--- src/rtl/pipeline_stall_ctrl.sv ---
// pipeline_stall_ctrl: hazard stall/flush control with MDU occupancy FSM; define MDU_DIV_EN to give divides DIV_CYCLES
module pipeline_stall_ctrl #(
   parameter int MUL_CYCLES = 4,
   parameter int DIV_CYCLES = 32,
   parameter int CNT_W      = 6
) (
   input  logic             clk,
   input  logic             rst,
   input  logic [4:0]       RsD,
   input  logic [4:0]       RtD,
   input  logic [4:0]       WriteRegE,
   input  logic [4:0]       WriteRegM,
   input  logic             RegWriteE,
   input  logic             MemtoRegE,
   input  logic             MemtoRegM,
   input  logic             BranchD,
   input  logic             JumpRegD,
   input  logic             PCSrcD,
   input  logic             MdStartE,
   input  logic             MdDivE,
   input  logic             MdUseD,
   output logic             StallF,
   output logic             StallD,
   output logic             FlushD,
   output logic             FlushE,
   output logic             MdBusy,
   output logic             MdDone,
   output logic [CNT_W-1:0] MdCount
);
   typedef enum logic [1:0] {IDLE, BUSY, DONE} mdState_t;
   mdState_t state, nextState;
   logic [CNT_W-1:0] count, nextCount, loadVal;
   logic eRs, eRt, mRs, mRt, lwStall, brStall, mdStall, stall;
   assign eRs = RegWriteE && WriteRegE != 5'd0 && WriteRegE == RsD;
   assign eRt = RegWriteE && WriteRegE != 5'd0 && WriteRegE == RtD;
   assign mRs = MemtoRegM && WriteRegM != 5'd0 && WriteRegM == RsD;
   assign mRt = MemtoRegM && WriteRegM != 5'd0 && WriteRegM == RtD;
   assign lwStall = MemtoRegE && WriteRegE != 5'd0 && (WriteRegE == RsD || WriteRegE == RtD);
   assign brStall = ((BranchD || JumpRegD) && (eRs || mRs)) || (BranchD && (eRt || mRt));
   assign mdStall = MdUseD && (MdStartE || state != IDLE);
   assign stall   = lwStall || brStall || mdStall;
   assign StallF  = stall && !rst;
   assign StallD  = stall && !rst;
   assign FlushE  = stall && !rst;
   assign FlushD  = PCSrcD && !stall && !rst;
`ifdef MDU_DIV_EN
   assign loadVal = MdDivE ? CNT_W'(DIV_CYCLES - 1) : CNT_W'(MUL_CYCLES - 1);
`else
   logic unusedDiv;
   assign unusedDiv = MdDivE | (DIV_CYCLES == 0);
   assign loadVal   = CNT_W'(MUL_CYCLES - 1);
`endif
   // MDU occupancy: load on start, count down while busy, one DONE cycle for the HI/LO write
   always_comb begin
      nextState = state;
      nextCount = count;
      unique case (state)
         IDLE: begin
            nextState = MdStartE ? BUSY : IDLE;
            nextCount = MdStartE ? loadVal : '0;
         end
         BUSY: begin
            nextState = (count == '0) ? DONE : BUSY;
            nextCount = (count == '0) ? '0 : count - CNT_W'(1);
         end
         DONE: begin
            nextState = MdStartE ? BUSY : IDLE;
            nextCount = MdStartE ? loadVal : '0;
         end
         default: begin
            nextState = IDLE;
            nextCount = '0;
         end
      endcase
   end
   // state register; reset abandons any in-flight operation without a DONE
   always_ff @(posedge clk or posedge rst) begin
      if (rst) begin
         state <= IDLE;
         count <= '0;
      end else begin
         state <= nextState;
         count <= nextCount;
      end
   end
   assign MdBusy  = state == BUSY;
   assign MdDone  = state == DONE;
   assign MdCount = count;
endmodule

--- config.mk ---
export PLATFORM = sky130hd
export DESIGN_NAME = pipeline_stall_ctrl
export DESIGN_NICKNAME = d
export VERILOG_FILES = /design/src/rtl/pipeline_stall_ctrl.sv
export SDC_FILE = /design/constraint.sdc
export NUM_CORES = 1
export LEC_CHECK = 0
export CAP_MARGIN = 10
export CELL_PAD_IN_SITES_DETAIL_PLACEMENT = 0
export CELL_PAD_IN_SITES_GLOBAL_PLACEMENT = 2
export CORE_MARGIN = 2
export CORE_UTILIZATION = 20
export DETAILED_ROUTE_END_ITERATION = 12
export PLACE_DENSITY = 0.81
export RECOVER_POWER = 25
export SKIP_CTS_REPAIR_TIMING = 1
export SLEW_MARGIN = 5
export SYNTH_ARGS = -nofsm -noshare
export SYNTH_HDL_FRONTEND = slang
export SYNTH_SLANG_ARGS = --single-unit
--- constraint.sdc ---
create_clock -name clk -period 5.8 [get_ports clk]
set_input_delay 1.74 -clock clk [delete_from_list [all_inputs] [get_ports clk]]
set_output_delay 1.74 -clock clk [all_outputs]
set_load 0.02 [all_outputs]
-- Word level (Yosys, flattened, before mapping)
Cells that the tools add are included.
- flip-flop bits (word level): 8
- bits in latches: 0
- memory bits (writable): 0
- memory bits (read-only): 0
- input port bits: 31
- memories: 0
- add/subtract/negate cells: 1
- $mul: 0
- divide/modulo/power cells: 0
- order comparisons: 0
- equal/unequal tests: 6
- shift operators: 0
- mux-type cells: 6
- bitwise gates (word level): 0
- reductions and logical operators: 30
- operators by type and width (operator ; count):
    $eq 5x5->1 ; 4
    $logic_and 1x1->1 ; 14
    $pmux 6 s2 ; 1
    $reduce_bool 5->1 ; 2
    $logic_or 1x1->1 ; 8
    $logic_not 6->1 ; 1
    $mux 6 ; 1
    $sub 6x1->6 const B ; 1
    $mux 2 ; 2
    $pmux 2 s2 ; 1
    $eq 2x1->1 const B ; 1
    $eq 2x2->1 const B ; 1
    $logic_not 1->1 ; 2
    $logic_not 2->1 ; 1
    $reduce_bool 2->1 ; 1
    $reduce_or 2->1 ; 1
    $mux 1 ; 1

-- Depth between registers and ports, before layout
- word-level depth: 11
- gate-level depth with buffers: 6
- depth with buffers taken out: 6

-- Worst setup path before layout
OpenSTA, ideal clock, no wires.
- path type: in2out
- from: in WriteRegE[3]
- to: out StallD
- arrival time: 3176 ps
- required time: 4060 ps
- path slack: 884 ps
- stages: 6
- path buffers: 1
- cells stage by stage: xor2_1 nor3_1 nand3_1 o32a_1 a31oi_1 buf_4
- word-level cells in the longest chain between the ends: 9
- elaborated cells between the ends (all ways): 17
- classes of those cells: eq/ne (2); reduce/logical (15)
- RTL lines (element ; line ; source):
    start: declaration ; 11 ; input logic [4:0] WriteRegE,
    $reduce_bool 5->1 ; 34, 35, 38 ;
    $logic_and 1x1->1 ; 34, 35 ;
    $logic_and 1x1->1 (on tied branches) ; 34, 35 ;
    $logic_or 1x1->1 ; 39 ; assign brStall = ((BranchD || JumpRegD) && (eRs || mRs)) || (BranchD && (eRt || mRt));
    $logic_and 1x1->1 ; 39 ;
    $logic_or 1x1->1 ; 39 ;
    $logic_or 1x1->1 * (2 in series) ; 41 ; assign stall = lwStall || brStall || mdStall;
    $logic_and 1x1->1 * ; - ;
    end: declaration ; 23 ; output logic StallD,
Mark *: on every way between the ends. The rest lies on a longest branch, timed or not.

-- Final worst setup path
- from: in WriteRegM[1]
- to: out FlushD
- word-level cells in the longest chain between the ends: 11
- elaborated cells between the ends (all ways): 16
- classes of those cells: eq/ne (2); reduce/logical (14)
- RTL lines (element ; line ; source):
    start: declaration ; 12 ; input logic [4:0] WriteRegM,
    $reduce_bool 5->1 ; 36, 37 ;
    $logic_and 1x1->1 ; 36, 37 ;
    $logic_and 1x1->1 (on tied branches) ; 36, 37 ;
    $logic_or 1x1->1 ; 39 ;
    $logic_and 1x1->1 ; 39 ;
    $logic_or 1x1->1 * ; 39 ;
    $logic_or 1x1->1 * (2 in series) ; 41 ;
    $logic_not 1->1 * ; 45 ; assign FlushD = PCSrcD && !stall && !rst;
    $logic_and 1x1->1 * (2 in series) ; 45 ;
    end: declaration ; 24 ; output logic FlushD,
Marked as above.

==> metrics.yaml <==
min_period_ns: 5.59
timing.critical_path.required_ns: 4.06
final_core_utilization_pct: 35.2
worst_slew_pin_slew_ns: 0.294
outcome: "complete, no violations"
cts_buffers: 3
power_density_mw_per_mm2: 296
crit_start: "WriteRegM[1]"
numClockSinks: 8
setup_tns_ns: 0
kind_of_end_point_of_the_critical_path: "output pin"
critPathArrivalTime_ns: 3.85
die_w_um: 62.1
rr_worst_depth: 6
cts_clk_pin_slew_worst_paths_ns: 0.05
port_buffers: 41
regToRegStartpoint: "MdCount[0]$_DFF_PP0_"
area_growth_syn_to_layout_pct: 71.6
clk-insertion-delay-late_ns: 0.25
dp_hpwl_um: 1730
finalNetCount: 156
post_synth_num_cell_types: 25
cts.root.buffer_cell: "sky130_fd_sc_hd__clkbuf_4"
clock_tree.buffer_depth: 2
hold_violations: 0
final.setup_skew_ns: 0.000138
cap_violations: 0
drtIter0Drc: 17
via_per_inst: 4.15
wl_per_cell_um: 12.8
hp-class: "reg -> reg"
die_area_mm2: 0.00385
timing.fmax_ghz: 0.179
global_route_wire_length_before_repair_um: 3000
post_route_cells_drive_above_1_share_pct: 2.46
place.gp.congestion: 0.718
r2r-end: "MdCount[0]$_DFF_PP0_"
vdd_drop_max_v: 0.000209
mean_syn_cell_area_um2: 8.43
ys.warnings.count: 0
routed-via-count: 697
timing.critical_path.from_type: "primary input"
core_area_mm2: 0.00328
grt_antenna_before_repair: 0
timing_worst_setup_path_type: "in -> out"
top_level_ports: 43
placementRows: 21
slew_headroom_pct: 80.2
largest_net_degree_at_the_start_of_global_routing: 9
drt_wl_total_um: 2160
cp-endpoint: "FlushD"
report.final.slew_viol_count: 0
setup_viol: 0
unrepaired_setup_endpoints_after_global_routing: "no"
grt.overflow.total: 0
cp_max_fo: 3
fin_total_pwr_uw: 343
vias_in_the_first_global_route: 704
r2r_slack_ns: 4.29
drt-pass1-iter-count: 3
die_h_um: 62.1
finalCritPeriodShare_pct: 96.3
leakage_uw: 0.000499
htree_num_levels: 1
syn_nets: 112
ys_seq_elements: 8
synthesis.instances: 80
num_antenna_cells: 0
drcViolationCount: 0
mappedNetlistArea_um2: 674
tritoncts: "yes"
floorplan.initialDensity_pct: 20.5
globalRouteTotalUtil_pct: 10.8
seq_area_frac_synth_pct: 29.7
antenna_left: 0
==> routing by layer <==
metal	routed length (um)	track usage [%]	part of all wire, %	vias up
met1	919	12.8	43	309
met4	0	3.65	0	0
met3	223	1.86	10	0
met5	0	0	0	-
met2	1010	19.6	47	32
li1	-	-	-	356
==> how the worst min path moves through the flow <==
stage                            start            endpoint  slack, ns  cells past startpoint
finish              state[1]$_DFF_PP0_  state[1]$_DFF_PP0_       0.49                      1
global route        state[1]$_DFF_PP0_  state[1]$_DFF_PP0_       0.51                      1
CTS                 state[1]$_DFF_PP0_  state[1]$_DFF_PP0_       0.50                      1
detailed placement  state[1]$_DFF_PP0_  state[1]$_DFF_PP0_       0.49                      1
global placement    state[1]$_DFF_PP0_  state[1]$_DFF_PP0_       0.48                      1
floorplan           state[1]$_DFF_PP0_  state[1]$_DFF_PP0_       0.45                      1
==> critical path, stage by stage <==
cell and delay (ns):
sky130_fd_sc_hd__clkdlybuf4s50_1 0.47, sky130_fd_sc_hd__or4_1 0.54, sky130_fd_sc_hd__o21ai_1 0.16, sky130_fd_sc_hd__o32a_1 0.17
sky130_fd_sc_hd__and4_1 0.17, sky130_fd_sc_hd__clkdlybuf4s50_1 0.60
==> cell usage in the layout (no fill, tap or decap), drive strengths merged <==
cell type / n
a32oi: 1
and4: 1
nor3: 4
clkbuf: 3
o21a: 1
nor4: 2
nand2b: 1
or4: 1
o31ai: 1
dfrtp: 8
o32a: 1
nor3b: 1
or3: 1
ha: 1
nand3: 3
a31oi: 1
clkdlybuf4s50: 37
xor2: 17
a21o: 1
nand2: 7
dlymetal6s2s: 3
xnor2: 7
nor2b: 3
dlygate4sd3: 1
o21ai: 3
nor2: 9
inv: 3
==> area by class of cell <==
class	count	area [um^2]
clock buffers	3	22.5
fillers	354	2130
inverters	3	11.3
multi-input cells	67	448
flip-flops and latches	8	200
well taps	46	57.6
repair buffers	41	418
==> sequential cells by signal (all words and copies together) (netlist names) <==
register and flops:
MdCount 6, state 2
==> per-stage QoR <==
| stage | hold WS (ns) | cell area, um^2 | worst slack [ns] | cells |
|---|---|---|---|---|
| after detailed placement | 0.488 | 1130 | 0.0459 | 165 |
| after CTS | 0.497 | 1150 | 0.0440 | 168 |
| after global routing | 0.510 | 1160 | 0.101 | 168 |
| after global placement | 0.475 | 1130 | 0.0751 | 165 |
| after floorplan | 0.446 | 674 | 0.884 | 80 |
| final | 0.492 | 1160 | 0.215 | 168 |
==> cells in the mapped netlist <==
cell type	n	area (um^2)
sky130_fd_sc_hd__xor2_1	17	149
sky130_fd_sc_hd__nor2b_1	3	18.8
sky130_fd_sc_hd__and4_1	1	8.76
sky130_fd_sc_hd__nor3_1	4	20.0
sky130_fd_sc_hd__ha_1	1	12.5
sky130_fd_sc_hd__xnor2_1	7	61.3
sky130_fd_sc_hd__buf_4	2	15.0
sky130_fd_sc_hd__nor3b_1	1	7.51
sky130_fd_sc_hd__or3_1	1	6.26
sky130_fd_sc_hd__inv_1	3	11.3
sky130_fd_sc_hd__nand3_1	3	15.0
sky130_fd_sc_hd__o21a_1	1	7.51
sky130_fd_sc_hd__a32oi_1	1	8.76
sky130_fd_sc_hd__o21ai_1	1	5.00
sky130_fd_sc_hd__a31oi_1	1	6.26
sky130_fd_sc_hd__dfrtp_1	8	200
sky130_fd_sc_hd__nand2_1	7	26.3
sky130_fd_sc_hd__o31ai_1	1	7.51
sky130_fd_sc_hd__nor4_1	2	12.5
sky130_fd_sc_hd__nor2_1	9	33.8
sky130_fd_sc_hd__o21ai_0	2	10.0
sky130_fd_sc_hd__a21o_1	1	7.51
sky130_fd_sc_hd__nand2b_1	1	6.26
sky130_fd_sc_hd__or4_1	1	7.51
sky130_fd_sc_hd__o32a_1	1	10.0
==> cells by family after synthesis <==
logic type	after synthesis	share of synthesized area [%]
xor+xnor	24	31.2
flops	8	29.7
fa+ha+maj	1	1.85
compound gates	9	9.28
buf+inv	5	3.90
simple gates	33	24.1
==> where the power goes <==
part	internal, uW	leakage, uW	switching, uW	total [uW]
Clock	23.6	0.0000138	17.3	40.8
Sequential	77.5	0.000103	21.3	98.7
Combinational	101	0.000382	103	204
Total	202	0.000499	141	343
(Power assumes the default switching activity.)
